$ cat src/rtl/pid_scheduler.sv
// Shares one PID datapath across NUM_MOTORS channels: each control tick sweeps the
// enabled channels in index order and keeps a registered duty per channel.
module pid_scheduler #(
  parameter int NUM_MOTORS = 4,
  parameter int CH_W       = 2,
  parameter int TICK_DIV   = 1000,
  parameter int TIMEOUT    = 64
) (
  input  logic                       CLK,
  input  logic                       reset,
  input  logic [NUM_MOTORS-1:0]      enable,
  input  logic [24*NUM_MOTORS-1:0]   setpoint_flat,
  input  logic [24*NUM_MOTORS-1:0]   state_flat,
  output logic                       pid_start,
  output logic [CH_W-1:0]            pid_channel,
  output logic [23:0]                pid_setpoint,
  output logic [23:0]                pid_state,
  input  logic                       pid_done,
  input  logic [23:0]                pid_duty,
  output logic [24*NUM_MOTORS-1:0]   duty_flat,
  output logic [NUM_MOTORS-1:0]      duty_update,
  output logic                       busy,
  output logic                       overrun,
  output logic [NUM_MOTORS-1:0]      timeout_err,
  input  logic                       clear_err
);

  localparam int TW = (TICK_DIV > 1) ? $clog2(TICK_DIV) : 1;
  localparam int WW = (TIMEOUT > 1) ? $clog2(TIMEOUT + 1) : 1;
  localparam logic [TW-1:0]   TICK_LAST = TW'(TICK_DIV - 1);
  localparam logic [WW-1:0]   WAIT_LAST = WW'(TIMEOUT - 1);
  localparam logic [CH_W:0]   PTR_END   = (CH_W + 1)'(NUM_MOTORS);

  typedef enum logic [2:0] {IDLE, SELECT, ISSUE, WAIT, STORE} state_t;

  state_t          state;
  logic [TW-1:0]   tick_cnt;
  logic            tick;
  logic [CH_W:0]   ptr;
  logic [CH_W-1:0] ch;
  logic [WW-1:0]   wait_cnt;
  logic [23:0]     duty   [NUM_MOTORS];
  logic [23:0]     sp_arr [NUM_MOTORS];
  logic [23:0]     st_arr [NUM_MOTORS];

  assign tick = (tick_cnt == TICK_LAST);
  assign ch   = ptr[CH_W-1:0];
  assign busy = (state != IDLE);

  always_comb begin
    sp_arr    = '{default: '0};
    st_arr    = '{default: '0};
    duty_flat = '0;
    for (int unsigned i = 0; i < NUM_MOTORS; i++) begin
      sp_arr[i]               = setpoint_flat[24*i +: 24];
      st_arr[i]               = state_flat[24*i +: 24];
      duty_flat[24*i +: 24]   = duty[i];
    end
  end

  always_ff @(posedge CLK or negedge reset) begin
    if (!reset) begin
      state        <= IDLE;
      tick_cnt     <= '0;
      ptr          <= '0;
      wait_cnt     <= '0;
      duty         <= '{default: '0};
      pid_start    <= 1'b0;
      pid_channel  <= '0;
      pid_setpoint <= '0;
      pid_state    <= '0;
      duty_update  <= '0;
      overrun      <= 1'b0;
      timeout_err  <= '0;
    end else begin
      tick_cnt    <= tick ? '0 : tick_cnt + 1'b1;
      pid_start   <= 1'b0;
      duty_update <= '0;

      // Clear first so a coincident set below takes precedence.
      if (clear_err) begin
        overrun     <= 1'b0;
        timeout_err <= '0;
      end
      if (tick && busy) overrun <= 1'b1;

      unique case (state)
        IDLE: begin
          if (tick && (enable != '0)) begin
            ptr   <= '0;
            state <= SELECT;
          end
        end
        SELECT: begin
          if (ptr == PTR_END) begin
            state <= IDLE;
          end else if (!enable[ch]) begin
            duty[ch] <= '0;
            ptr      <= ptr + 1'b1;
          end else begin
            // Operands and the start pulse are registered on entry so the
            // datapath sees them for the whole ISSUE cycle.
            pid_channel  <= ch;
            pid_setpoint <= sp_arr[ch];
            pid_state    <= st_arr[ch];
            pid_start    <= 1'b1;
            state        <= ISSUE;
          end
        end
        ISSUE: begin
          wait_cnt <= '0;
          state    <= WAIT;
        end
        WAIT: begin
          wait_cnt <= wait_cnt + 1'b1;
          if (pid_done) begin
            duty[ch]        <= pid_duty;
            duty_update[ch] <= 1'b1;
            state           <= STORE;
          end else if (wait_cnt == WAIT_LAST) begin
            timeout_err[ch] <= 1'b1;
            duty[ch]        <= '0;
            duty_update[ch] <= 1'b1;
            ptr             <= ptr + 1'b1;
            state           <= SELECT;
          end
        end
        STORE: begin
          ptr   <= ptr + 1'b1;
          state <= SELECT;
        end
        default: state <= IDLE;
      endcase
    end
  end

endmodule

$ cat config.mk
export PLATFORM = sky130hd
export DESIGN_NAME = pid_scheduler
export DESIGN_NICKNAME = d
export VERILOG_FILES = /design/src/rtl/pid_scheduler.sv
export SDC_FILE = /design/constraint.sdc
export NUM_CORES = 1
export LEC_CHECK = 0
export ABC_AREA = 1
export BUFFER_PORTS_ARGS = -buffer_cell sky130_fd_sc_hd__buf_2
export CORE_UTILIZATION = 55
export DETAILED_ROUTE_END_ITERATION = 6
export PLACE_DENSITY = 0.86
export SETUP_SLACK_MARGIN = 0.15
export SYNTH_ARGS = -nofsm -noshare
export SYNTH_HDL_FRONTEND = slang
export SYNTH_SLANG_ARGS = --single-unit
$ cat constraint.sdc
create_clock -name CLK -period 6.55 [get_ports CLK]
set_input_delay 0.9825 -clock CLK [delete_from_list [all_inputs] [get_ports CLK]]
set_output_delay 0.9825 -clock CLK [all_outputs]
set_load 0.05 [all_outputs]
==> results.md <==
* Aggregate global routing overflow at 0
* Maximum VDD drop at 0.000264 V
* Crit path launch: ptr[0]$_DFFE_PN0P_
* Setup_tns at 0 ns
* Min Clock Period, post-route at 3.96 ns
* Cell chain of the critical path: buf_4 -> ha_1 -> clkinv_1 -> buf_4 -> nand2_2 -> nand3_2 -> nand2_1 -> nand2_1
* Post-route total power at 6.21 mW
* Mean number of vias per cell at 5.97
* H-Tree Level Count at 4
* Number of clock sinks at 179
* Peak fanout along the critical path at 102
* Post-Route WL at 41,800 um
* Switching part of the total power at 55.3%
* Gp weighted congestion at 0.922
* Status: finished with violations
* Share of async-settable or async-resettable flops after synthesis at 100%
* Data required, critical path at 6.88 ns
* HPWL Detailed at 27,400 um
* Antenna violations before repair at 3
* RSZ-0062 raised after global routing: no
* Post-route clock skew at 0.0152 ns
* Largest incremental delay on the critical path at 0.92 ns
* Synth Cell Area at 0.0116 mm2
* Post-synthesis sequential area ratio at 38.5%
* Number of cells on the worst reg-to-reg path at 8
* Die extent in x at 147 um
* Net count, final at 2,270
* Mapped Nets at 2,006
* Leading cell type by number of instances after synthesis: sky130_fd_sc_hd__nand2_1
* Most frequent cells after synthesis: 677 x sky130_fd_sc_hd__nand2_1, 305 x sky130_fd_sc_hd__nand3_1, 179 x sky130_fd_sc_hd__dfrtp_1, 123 x sky130_fd_sc_hd__nor2_1, 111 x sky130_fd_sc_hd__o21ai_0
* Routed length per placed instance at 18.0 um
* Worst Setup Start Kind: flip-flop
* # Post-CTS Setup Buffers at 0
* Fraction of final layout cells sized beyond drive strength 1 at 22.2%
* Slowest stage cell on the critical path: sky130_fd_sc_hd__ha_1
* Worst slew pin tran at 1.17 ns
* Relative area change from synthesis to final layout at 20.0%
* Post-cts hold buffer count at 0
* Internal power component at 2.77 mW
* Netlist cell types at 31
* Achievable clock frequency at 253 MHz
* Final Max Slew Viols at 0
* Clock power share at 16.7%
* Floorplan die height at 147 um
* Die ar. at 0.0217 mm2
* Share of total power in sequential cells at 27.1%
* Wire length of the first global-routing pass at 66,400 um
* Share of the clock period used by the worst path after layout at 60.5%
* Clock insertion delay at the later pin of the skew report at 0.44 ns
* Pre-CTS worst setup slack at 2.62 ns
* Count of maximum capacitance violations at 0
* Worst setup path category: reg2reg
* Maximum buffer depth of the clock tree at 2
* Antenna viol nets, final at 0
* Final setup fails at 0
* Overall Global Routing Usage at 38.5%
* Avg Inst Size Synth at 6.55 um2
* Setup slack after layout at 2.59 ns
* Max transition margin at 22.1%
* Biggest area consumer among synthesized cells: sky130_fd_sc_hd__dfrtp_1
* Largest net degree at the start of global routing at 107
* Initial Utilization at 56.8%
* Register bit count reported by yosys at 179
* Number of hold violations in the final report at 0
* Drt drc at 20
* Master cell of the clock root buffer: sky130_fd_sc_hd__clkbuf_16
* Leakage dissipation at 8.07 nW
* Count of warnings emitted by yosys at 0
* Type of element capturing the critical path: flip-flop
* Reg2reg start: ptr[0]$_DFFE_PN0P_
* Power per unit of standard cell area at 445 mW/mm2
* TritonCTS clock tree: done
* Layout fillers at 1,874
* Number of buffers inserted by port buffering at 380
* Post-synth EDFFs at 0
* Number of buffers added by the clock tree synthesis step at 17
* Psw at 3.44 mW
* I/O pin count at 381
* Resized cells post-CTS at 0
* Share of the synthesized area in the top cell type at 38.5%
* Number of DRC markers in iteration 0 at 2,176
* Total number of placement rows at 52
* Cell count after synthesis at 1,776
* Clock transition at path regs at 0.07 ns
* Violations in the final reports: design-rule violations
* Number of vias in the routed layout at 13,900
* Top area cells in the synthesized netlist: sky130_fd_sc_hd__dfrtp_1 38%, sky130_fd_sc_hd__nand2_1 22%, sky130_fd_sc_hd__nand3_1 13%, sky130_fd_sc_hd__nand4_1 5.2%, sky130_fd_sc_hd__o21ai_0 4.8%
* Dominant register cell in the synthesized netlist: sky130_fd_sc_hd__dfrtp_1
* Number of detailed-routing iterations run before antenna repair at 7
* CORE AREA at 0.0205 mm2
* Data arrival time of the worst path at 4.29 ns
* Worst Hold Class: in2async
* Via count of the first global-routing pass at 12,400
* Fraction of power consumed by combinational cells at 56.2%
flip-flops by register name (all words and copies together) (netlist names):
name,cells
state,3
duty_update,4
pid_setpoint,24
duty_flat,96
wait_cnt,7
overrun,1
ptr,3
pid_start,1
pid_state,24
timeout_err,4
tick_cnt,10
pid_channel,2
critical path: cells and delay by family (launching register included):
family / cells / cell delay (ns)
fa+ha+maj: 1 / 0.92
buf+inv: 3 / 1.22
flops: 1 / 0.38
simple gates: 4 / 1.32
cell usage in the layout, fill, tap and decap left out, types with 6 or more instances in the layout:
| cell | synthesis | routed |
|---|---|---|
| sky130_fd_sc_hd__o22ai_1 | 49 | 49 |
| sky130_fd_sc_hd__nand3_1 | 305 | 305 |
| sky130_fd_sc_hd__nor3_1 | 8 | 8 |
| sky130_fd_sc_hd__nor2_1 | 123 | 123 |
| sky130_fd_sc_hd__nand2_2 | 5 | 7 |
| sky130_fd_sc_hd__o21ai_0 | 111 | 111 |
| sky130_fd_sc_hd__buf_4 | 3 | 18 |
| sky130_fd_sc_hd__buf_2 | 46 | 379 |
| sky130_fd_sc_hd__inv_1 | 28 | 28 |
| sky130_fd_sc_hd__nand4_1 | 97 | 97 |
| sky130_fd_sc_hd__ha_1 | 6 | 6 |
| sky130_fd_sc_hd__clkbuf_16 | 0 | 17 |
| sky130_fd_sc_hd__dfrtp_1 | 179 | 178 |
| sky130_fd_sc_hd__inv_2 | 6 | 6 |
| sky130_fd_sc_hd__nand2_1 | 677 | 675 |
stage by stage:
stage	hold WS, ns	utilization [%]	cells	instance area (um2)
6_report	0.472	68.1	2325	14000
5_1_grt	0.491	68.1	2325	14000
4_1_cts	0.479	68.1	2323	14000
3_5_place_dp	0.459	65.3	2291	13400
3_3_place_gp	0.458	65.3	2291	13400
2_1_floorplan	0.449	-	1776	11600
routing by layer:
metal	vias up	wire (um)	GRT usage (%)
met5	-	0	0
met4	0	2240	19.7
met3	170	4940	9.20
met2	966	18700	56.9
met1	6306	15900	52.6
li1	6445	-	-
power groups by stage:
stage / combinational [mW] / sequential (mW) / clock, mW
6_report: 3.49 / 1.69 / 1.04
4_1_cts: 3.44 / 1.67 / 1.04
3_3_place_gp: 3.38 / 1.67 / 0
5_1_grt: 3.75 / 1.72 / 1.08
2_1_floorplan: 1.59 / 2.68 / 0
3_5_place_dp: 3.44 / 1.68 / 0
final timing paths:
check | end | slack [ns]
worst min-delay path | wait_cnt[2]$_DFFE_PN0P_ | 0.47
max in group asynchronous | ptr[0]$_DFFE_PN0P_ | 4.56
worst min register to register | pid_setpoint[22]$_DFFE_PN0P_ | 0.48
worst max-delay path | duty_flat[94]$_DFFE_PN0P_ | 2.59
min in group CLK | pid_setpoint[22]$_DFFE_PN0P_ | 0.48
worst max register to register | duty_flat[94]$_DFFE_PN0P_ | 2.59
cell families after synthesis:
logic type	synth area share [%]
buffers and inverters	6.82
XOR/XNOR	0.301
adder cells (fa/ha/maj)	0.645
AND/OR/NAND/NOR	45.8
AO/OA/AOI/OAI	7.91
flip-flops	38.5
layout make-up:
cell class	count	area (um2)	area share, %
Sequential cell	179	4480	32.1
Clock buffer	18	439	3.15
Clock inverter	14	141	1.01
Timing Repair Buffer	398	2040	14.6
Tap cell	270	338	2.42
Antenna cell	2	5.00	0.0359
Inverter	38	143	1.02
Multi-Input combinational cell	1406	6370	45.6
Power figures use the tool's default switching activity.
